`src/rtl/counter_seq_ctrl.sv`:
```
// rtl/counter_seq_ctrl.sv - start/end/pass sequencer around a count register; optional irq via COUNTER_SEQ_IRQ_EN
module counter_seq_ctrl #(
  parameter int WIDTH  = 3,
  parameter int PASS_W = 4
) (
  input  logic              clk,
  input  logic              rst,
  input  logic              start,
  input  logic              abort,
  input  logic              pause,
  input  logic              dir,
  input  logic [WIDTH-1:0]  start_val,
  input  logic [WIDTH-1:0]  end_val,
  input  logic [PASS_W-1:0] passes,
`ifdef COUNTER_SEQ_IRQ_EN
  input  logic              irq_clr,
  output logic              irq,
`endif
  output logic [WIDTH-1:0]  count,
  output logic              busy,
  output logic              done,
  output logic [PASS_W-1:0] pass_cnt
);

  typedef enum logic [1:0] {S_IDLE, S_LOAD, S_RUN, S_DONE} state_t;

  state_t state, state_nxt;

  // configuration captured on an accepted start
  logic              dir_q;
  logic [WIDTH-1:0]  start_q;
  logic [WIDTH-1:0]  end_q;
  logic [PASS_W-1:0] passes_q;

  logic [WIDTH-1:0]  count_nxt;
  logic [PASS_W-1:0] pass_nxt;
  logic [PASS_W-1:0] pass_inc;
  logic [PASS_W-1:0] passes_eff;
  logic              cfg_ld;

  assign pass_inc   = pass_cnt + 1'b1;
  // a programmed pass count of zero still runs one pass
  assign passes_eff = (passes_q == '0) ? {{(PASS_W-1){1'b0}}, 1'b1} : passes_q;

  // next state and next datapath values; RUN priority is abort > pause > end-match > step
  always_comb begin
    state_nxt = state;
    count_nxt = count;
    pass_nxt  = pass_cnt;
    cfg_ld    = 1'b0;
    case (state)
      S_IDLE: begin
        if (start) begin
          cfg_ld    = 1'b1;
          state_nxt = S_LOAD;
        end
      end
      S_LOAD: begin
        if (abort) begin
          state_nxt = S_IDLE;
        end else begin
          count_nxt = start_q;
          pass_nxt  = '0;
          state_nxt = S_RUN;
        end
      end
      S_RUN: begin
        if (abort) begin
          state_nxt = S_IDLE;
        end else if (pause) begin
          // everything holds while paused
          state_nxt = S_RUN;
        end else if (count == end_q) begin
          pass_nxt = pass_inc;
          if (pass_inc == passes_eff) begin
            state_nxt = S_DONE;
          end else begin
            // next pass restarts directly, no LOAD cycle in between
            count_nxt = start_q;
          end
        end else begin
          count_nxt = dir_q ? count + 1'b1 : count - 1'b1;
        end
      end
      S_DONE: begin
        state_nxt = S_IDLE;
      end
      default: begin
        state_nxt = S_IDLE;
      end
    endcase
  end

  // state register
  always_ff @(posedge clk or negedge rst) begin
    if (!rst) begin
      state <= S_IDLE;
    end else begin
      state <= state_nxt;
    end
  end

  // configuration latch, loaded only when a start is accepted in IDLE
  always_ff @(posedge clk or negedge rst) begin
    if (!rst) begin
      dir_q    <= 1'b0;
      start_q  <= '0;
      end_q    <= '0;
      passes_q <= '0;
    end else if (cfg_ld) begin
      dir_q    <= dir;
      start_q  <= start_val;
      end_q    <= end_val;
      passes_q <= passes;
    end
  end

  // registered outputs; busy/done derive from the next state so they line up with it
  always_ff @(posedge clk or negedge rst) begin
    if (!rst) begin
      count    <= '0;
      pass_cnt <= '0;
      busy     <= 1'b0;
      done     <= 1'b0;
    end else begin
      count    <= count_nxt;
      pass_cnt <= pass_nxt;
      busy     <= (state_nxt == S_LOAD) || (state_nxt == S_RUN);
      done     <= (state_nxt == S_DONE);
    end
  end

`ifdef COUNTER_SEQ_IRQ_EN
  // sticky completion flag, set on the DONE->IDLE edge; set beats clear
  always_ff @(posedge clk or negedge rst) begin
    if (!rst) begin
      irq <= 1'b0;
    end else if (state == S_DONE) begin
      irq <= 1'b1;
    end else if (irq_clr) begin
      irq <= 1'b0;
    end
  end
`endif

endmodule

```
`config.mk`:
```
export PLATFORM = sky130hd
export DESIGN_NAME = counter_seq_ctrl
export DESIGN_NICKNAME = d
export VERILOG_FILES = /design/src/rtl/counter_seq_ctrl.sv
export SDC_FILE = /design/constraint.sdc
export NUM_CORES = 1
export LEC_CHECK = 0
export CAP_MARGIN = 20
export CORE_MARGIN = 2
export CORE_UTILIZATION = 49
export CTS_CLUSTER_DIAMETER = 100
export CTS_CLUSTER_SIZE = 40
export DETAILED_ROUTE_END_ITERATION = 16
export PLACE_DENSITY = 0.78
export RECOVER_POWER = 25
export SLEW_MARGIN = 20
export SYNTH_ARGS = -nofsm -noshare
export SYNTH_HDL_FRONTEND = slang
export SYNTH_SLANG_ARGS = --single-unit
```
`constraint.sdc`:
```
create_clock -name clk -period 2.2 [get_ports clk]
set_input_delay 0.44 -clock clk [delete_from_list [all_inputs] [get_ports clk]]
set_output_delay 0.44 -clock clk [all_outputs]
set_load 0.01 [all_outputs]
```
# Yosys cells after proc, flatten, opt, wreduce, memory -nomap -nowiden
# Cells that the tools add are included.
[word_totals] ff_bits=22 elab_cells=53 in_bits=16 output_inout_bits=9
[op_classes] n_eq_ne=13 add_sub_neg=3 reduce_logical=6 muxes=22
[ops] operator="$mux W4" n=5
[ops] operator="$mux W3" n=6
[ops] operator="$mux W2" n=6
[ops] operator="$reduce_and A5 Y1" n=2
[ops] operator="$eq A2 B2 Y1 const B" n=4
[ops] operator="$ne A2 B2 Y1 const B" n=4
[ops] operator="$pmux W2 S4" n=1
[ops] operator="$pmux W4 S2" n=1
[ops] operator="$pmux W3 S2" n=1
[ops] operator="$add A4 B1 Y4 const B" n=1
[ops] operator="$eq A2 B1 Y1 const B" n=2
[ops] operator="$eq A4 B4 Y1" n=1
[ops] operator="$logic_not A4 Y1" n=1
[ops] operator="$add A3 B1 Y3 const B" n=1
[ops] operator="$eq A3 B3 Y1" n=1
[ops] operator="$ne A3 B3 Y1 const B" n=1
[ops] operator="$sub A3 B1 Y3 const B" n=1
[ops] operator="$logic_not A2 Y1" n=1
[ops] operator="$mux W1" n=2
[ops] operator="$reduce_bool A2 Y1" n=1
[ops] operator="$logic_or A1 B1 Y1" n=1

# Depth between registers and ports, before layout
[logic_depth] word_depth=10 depth_mapped=6 mapped_depth_nobuf=6

# Least setup slack after synthesis
# Ideal clock, no wire load.
[synth_timing] path_kind="register -> register" from="reg pass_cnt[0]" to="reg busy" path_stages_with_launch=7 slack_ns=0.346 setup_ns=0.126 arrival_ns=1.728 n_path_buf=0 synth_period_minus_slack_ns=1.854 required_ns=2.074 cell_sequence="dfrtp_1 > ha_1 > xnor2_1 > xnor2_1 > and4b_4 > a31o_2 > ha_1"
[synth_between] elab_chain_len=9 elab_cells_between_ends=10 classes_between="1 x add/sub; 3 x eq/ne; 5 x mux; 1 x reduce/logical"
[synth_lines] element="start: declaration" line="22" text="output logic [PASS_W-1:0] pass_cnt"
[synth_lines] element="start signal: assignment" line="127" text="pass_cnt <= pass_nxt;"
[synth_lines] element="$add A4 B1 Y4 (*)" line="41" text="assign pass_inc = pass_cnt + 1'b1;"
[synth_lines] element="$eq A4 B4 Y1 (*)" line="75" text="if (pass_inc == passes_eff) begin"
[synth_lines] element="$mux W2 (*)" line="75"
[synth_lines] element="$mux W2 (*)" line="73" text="end else if (count == end_q) begin"
[synth_lines] element="$mux W2 (*)" line="70" text="end else if (pause) begin"
[synth_lines] element="$mux W2 (*)" line="68" text="if (abort) begin"
[synth_lines] element="$pmux W2 S4 (*)" line="51" text="case (state)"
[synth_lines] element="via state_nxt[0]" line="27" text="state_t state, state_nxt;"
[synth_lines] element="$eq A2 B1 Y1 / $eq A2 B2 Y1 (equally long branches)" line="128" text="busy <= (state_nxt == S_LOAD) || (state_nxt == S_RUN);"
[synth_lines] element="$logic_or A1 B1 Y1 (*)" line="128"
[synth_lines] element="end signal: assignment" line="128"
[synth_lines] element="end: declaration" line="20" text="output logic busy,"
# The timed path passes the listed nets; every way through them passes the cells marked *.
# A chain may end at the register's enable or synchronous reset.

# Worst setup path in the final report
# Ends and elaborated chain as after synthesis.

==> impl_metrics.tcl <==
set metrics [dict create \
    clock_latency_ns 0.32 \
    start_util_pct 51.5 \
    critPathLaunchType "register" \
    via_per_inst 5.34 \
    grt_use_total_pct 19.5 \
    yosysTopAreaCell "dfrtp_1" \
    layout-drive-gt1-share_pct 18.3 \
    diodes 0 \
    synth.top_cell.area_share_pct 48.8 \
    crit_start "pass_cnt[0]" \
    synth-edff-count 0 \
    first_iter_violations 9 \
    io_buffers 24 \
    cap_violations 0 \
    core_sq_um 2190 \
    cts_setup_buffers 0 \
    antenna_found_initial 0 \
    synth_area_leaders "dfrtp_1, mux2_2, xnor2_1" \
    drc 0 \
    rsz0062_at_grt "no" \
    dp_slack_ns 0.0952 \
    drt_first_pass_iters 4 \
    overflow 0 \
    boundaryPins 25 \
    fill_cells 180 \
    p_int_mw 0.852 \
    holdBufCountCts 0 \
    synth-seq-cells 22 \
    grt_max_degree 23 \
    grt_busiest_layer "met2" \
    end_kind "register" \
    die_h_microns 52.0 \
    regArea_sq_um 551 \
    fin_crit_ns 1.97 \
    hold_viol 0 \
    clk_path_buf_depth 2 \
    leakage_nw 0.585 \
    worst_pin_slew_ns 1.19 \
    hold_class "register to register" \
    grt_pass1_vias 860 \
    gr-usage-met1_pct 21.1 \
    multiInputGateArea_sq_um 538 \
    async_reset_ff_share_pct 100 \
    path_max_fanout 8 \
    cp-endpoint "busy" \
    setup_viol 0 \
    path_depth 6 \
    combPwrFrac_pct 35.8 \
    ys_types 32 \
    cts-htree-levels 1 \
    status "complete, no violations" \
    final_cell_mix "clkdlybuf4s50_1, dfrtp_1, mux2_2" \
    critPathArrivalTime_ns 2.18 \
    cts_tree "done" \
    max_stage_delay_ns 0.49 \
    peakVddDrop_mv 0.482 \
    vias 823 \
    synth-main-ff-cell "dfrtp_1" \
    crit_path_top_delay_cell "dfrtp_1" \
    clock_sinks 22 \
    report.final.slew_viol_count 0 \
    p_sw_mw 0.407 \
    swShare_pct 32.3 \
    place_congestion 0.752 \
    power_density_nw_per_um2 871 \
    r2r_cells 6 \
    rrSetupSlack_ns 0.23 \
    fin_tns_setup_ns 0 \
    grt_util_met2_pct 35.0 \
    synth_area_sq_um 1130 \
    seq_area_frac_synth_pct 48.8 \
    clockRootBuffer "clkbuf_4" \
    setup_ws_ns 0.229 \
    post_cts_resize_count 0 \
    synth_area_per_cell_sq_um 11.7 \
    p_clk_share_pct 17.9 \
    reg2reg_from "pass_cnt[0]" \
    syn_inst 96 \
    wl_per_cell_microns 13.9 \
    numCtsBuffers 3 \
    postRouteAntennaNets 0 \
    critPathKind "register to register" \
    fp-row-count 17 \
    grt_pass1_wl_mm 3.74 \
    cp.required_ns 2.41 \
    die_area_sq_um 2700 \
    crit_chain "ha_1 > xnor2_1 > xnor2_1 > and4b_4 > a31o_2 > ha_1" \
    final_common_cell "clkdlybuf4s50_1" \
    gr-usage-met3_pct 2.59 \
    yosysWarningCount 0 \
    clkTransAtPathRegs_ns 0.12 \
    path_buf_inv 0 \
    clock_skew_ns 0.00900 \
    synth_nets 115 \
    wirelength_mm 2.15 \
    synthToLayoutAreaGrowth_pct 28.2 \
    relSlewSlack_pct 20.9 \
    nets 146 \
    r2r-end "busy" \
    pwr-share-seq_pct 46.2 \
    die_w_microns 52.0 \
    place_hpwl_mm 1.61 \
    max_freq_mhz 507 \
    fin_crit_sh_pct 89.6 \
    path_delay_family "adder cells" \
]
-- state kept, by name, summed over array words and instances (netlist names) --
| register | count |
|---|---|
| busy | 1 |
| count | 3 |
| dir_q | 1 |
| done | 1 |
| end_q | 3 |
| pass_cnt | 4 |
| passes_q | 4 |
| start_q | 3 |
| state | 2 |
-- cells by family after synthesis --
group	synth area share, %
AO/OA/AOI/OAI	13.2
XOR/XNOR	7.77
adder cells (fa/ha/maj)	4.00
buffers and inverters	3.44
flip-flops	48.8
multiplexers	12.3
AND/OR/NAND/NOR	10.4
-- power groups by stage --
| stage | clock [mW] | combinational (mW) | sequential (mW) |
|---|---|---|---|
| global route | 0.247 | 0.505 | 0.601 |
| CTS | 0.235 | 0.458 | 0.585 |
| detailed placement | 0 | 0.454 | 0.594 |
| global placement | 0 | 0.441 | 0.592 |
| finish | 0.226 | 0.451 | 0.582 |
| floorplan | 0 | 0.301 | 0.587 |
-- how the worst min path moves through the flow --
stage,from,to,depth (start not counted),slack (ns)
finish,passes_q[0],passes_q[0],1,0.53
global route,start_q[2],start_q[2],1,0.56
CTS,rst,pass_cnt[3],2,0.46
detailed placement,passes_q[0],passes_q[0],1,0.50
global placement,start_q[1],start_q[1],1,0.50
floorplan,rst,busy,0,0.14
-- cells in the mapped netlist, types with 2 or more instances --
| library cell | instances |
|---|---|
| mux2_2 | 11 |
| nor2_1 | 6 |
| a21oi_1 | 3 |
| ha_1 | 2 |
| nand3_1 | 2 |
| nand2b_1 | 3 |
| a211oi_1 | 2 |
| inv_1 | 3 |
| dfrtp_1 | 22 |
| buf_6 | 2 |
| nor3_1 | 2 |
| nand2_1 | 2 |
| o21ai_0 | 9 |
| xnor2_1 | 9 |
-- layer usage --
metal | up-vias | wire length [microns]
li1 | 405 | -
met1 | 392 | 938
met2 | 20 | 1080
met3 | 6 | 65
met4 | 0 | 60
met5 | - | 0
-- per-stage QoR --
step           power (mW)  std cells  util [%]  instance area, sq um  hold WS, ns
2_1_floorplan       0.887         96         -                  1130        0.144
3_3_place_gp         1.03        150      64.5                  1410        0.496
3_5_place_dp         1.05        150      64.5                  1410        0.504
4_1_cts              1.28        154      66.1                  1450        0.457
5_1_grt              1.35        154      66.0                  1450        0.559
6_report             1.26        154      66.0                  1450        0.528
-- final cells by class --
class | count | area share (%)
timing repair buffer | 29 | 19.0
multi-input combinational | 68 | 37.2
inverter | 3 | 0.779
tap | 28 | 2.42
clock buffer | 4 | 2.51
sequential | 22 | 38.1
Power figures use the tool's default switching activity.
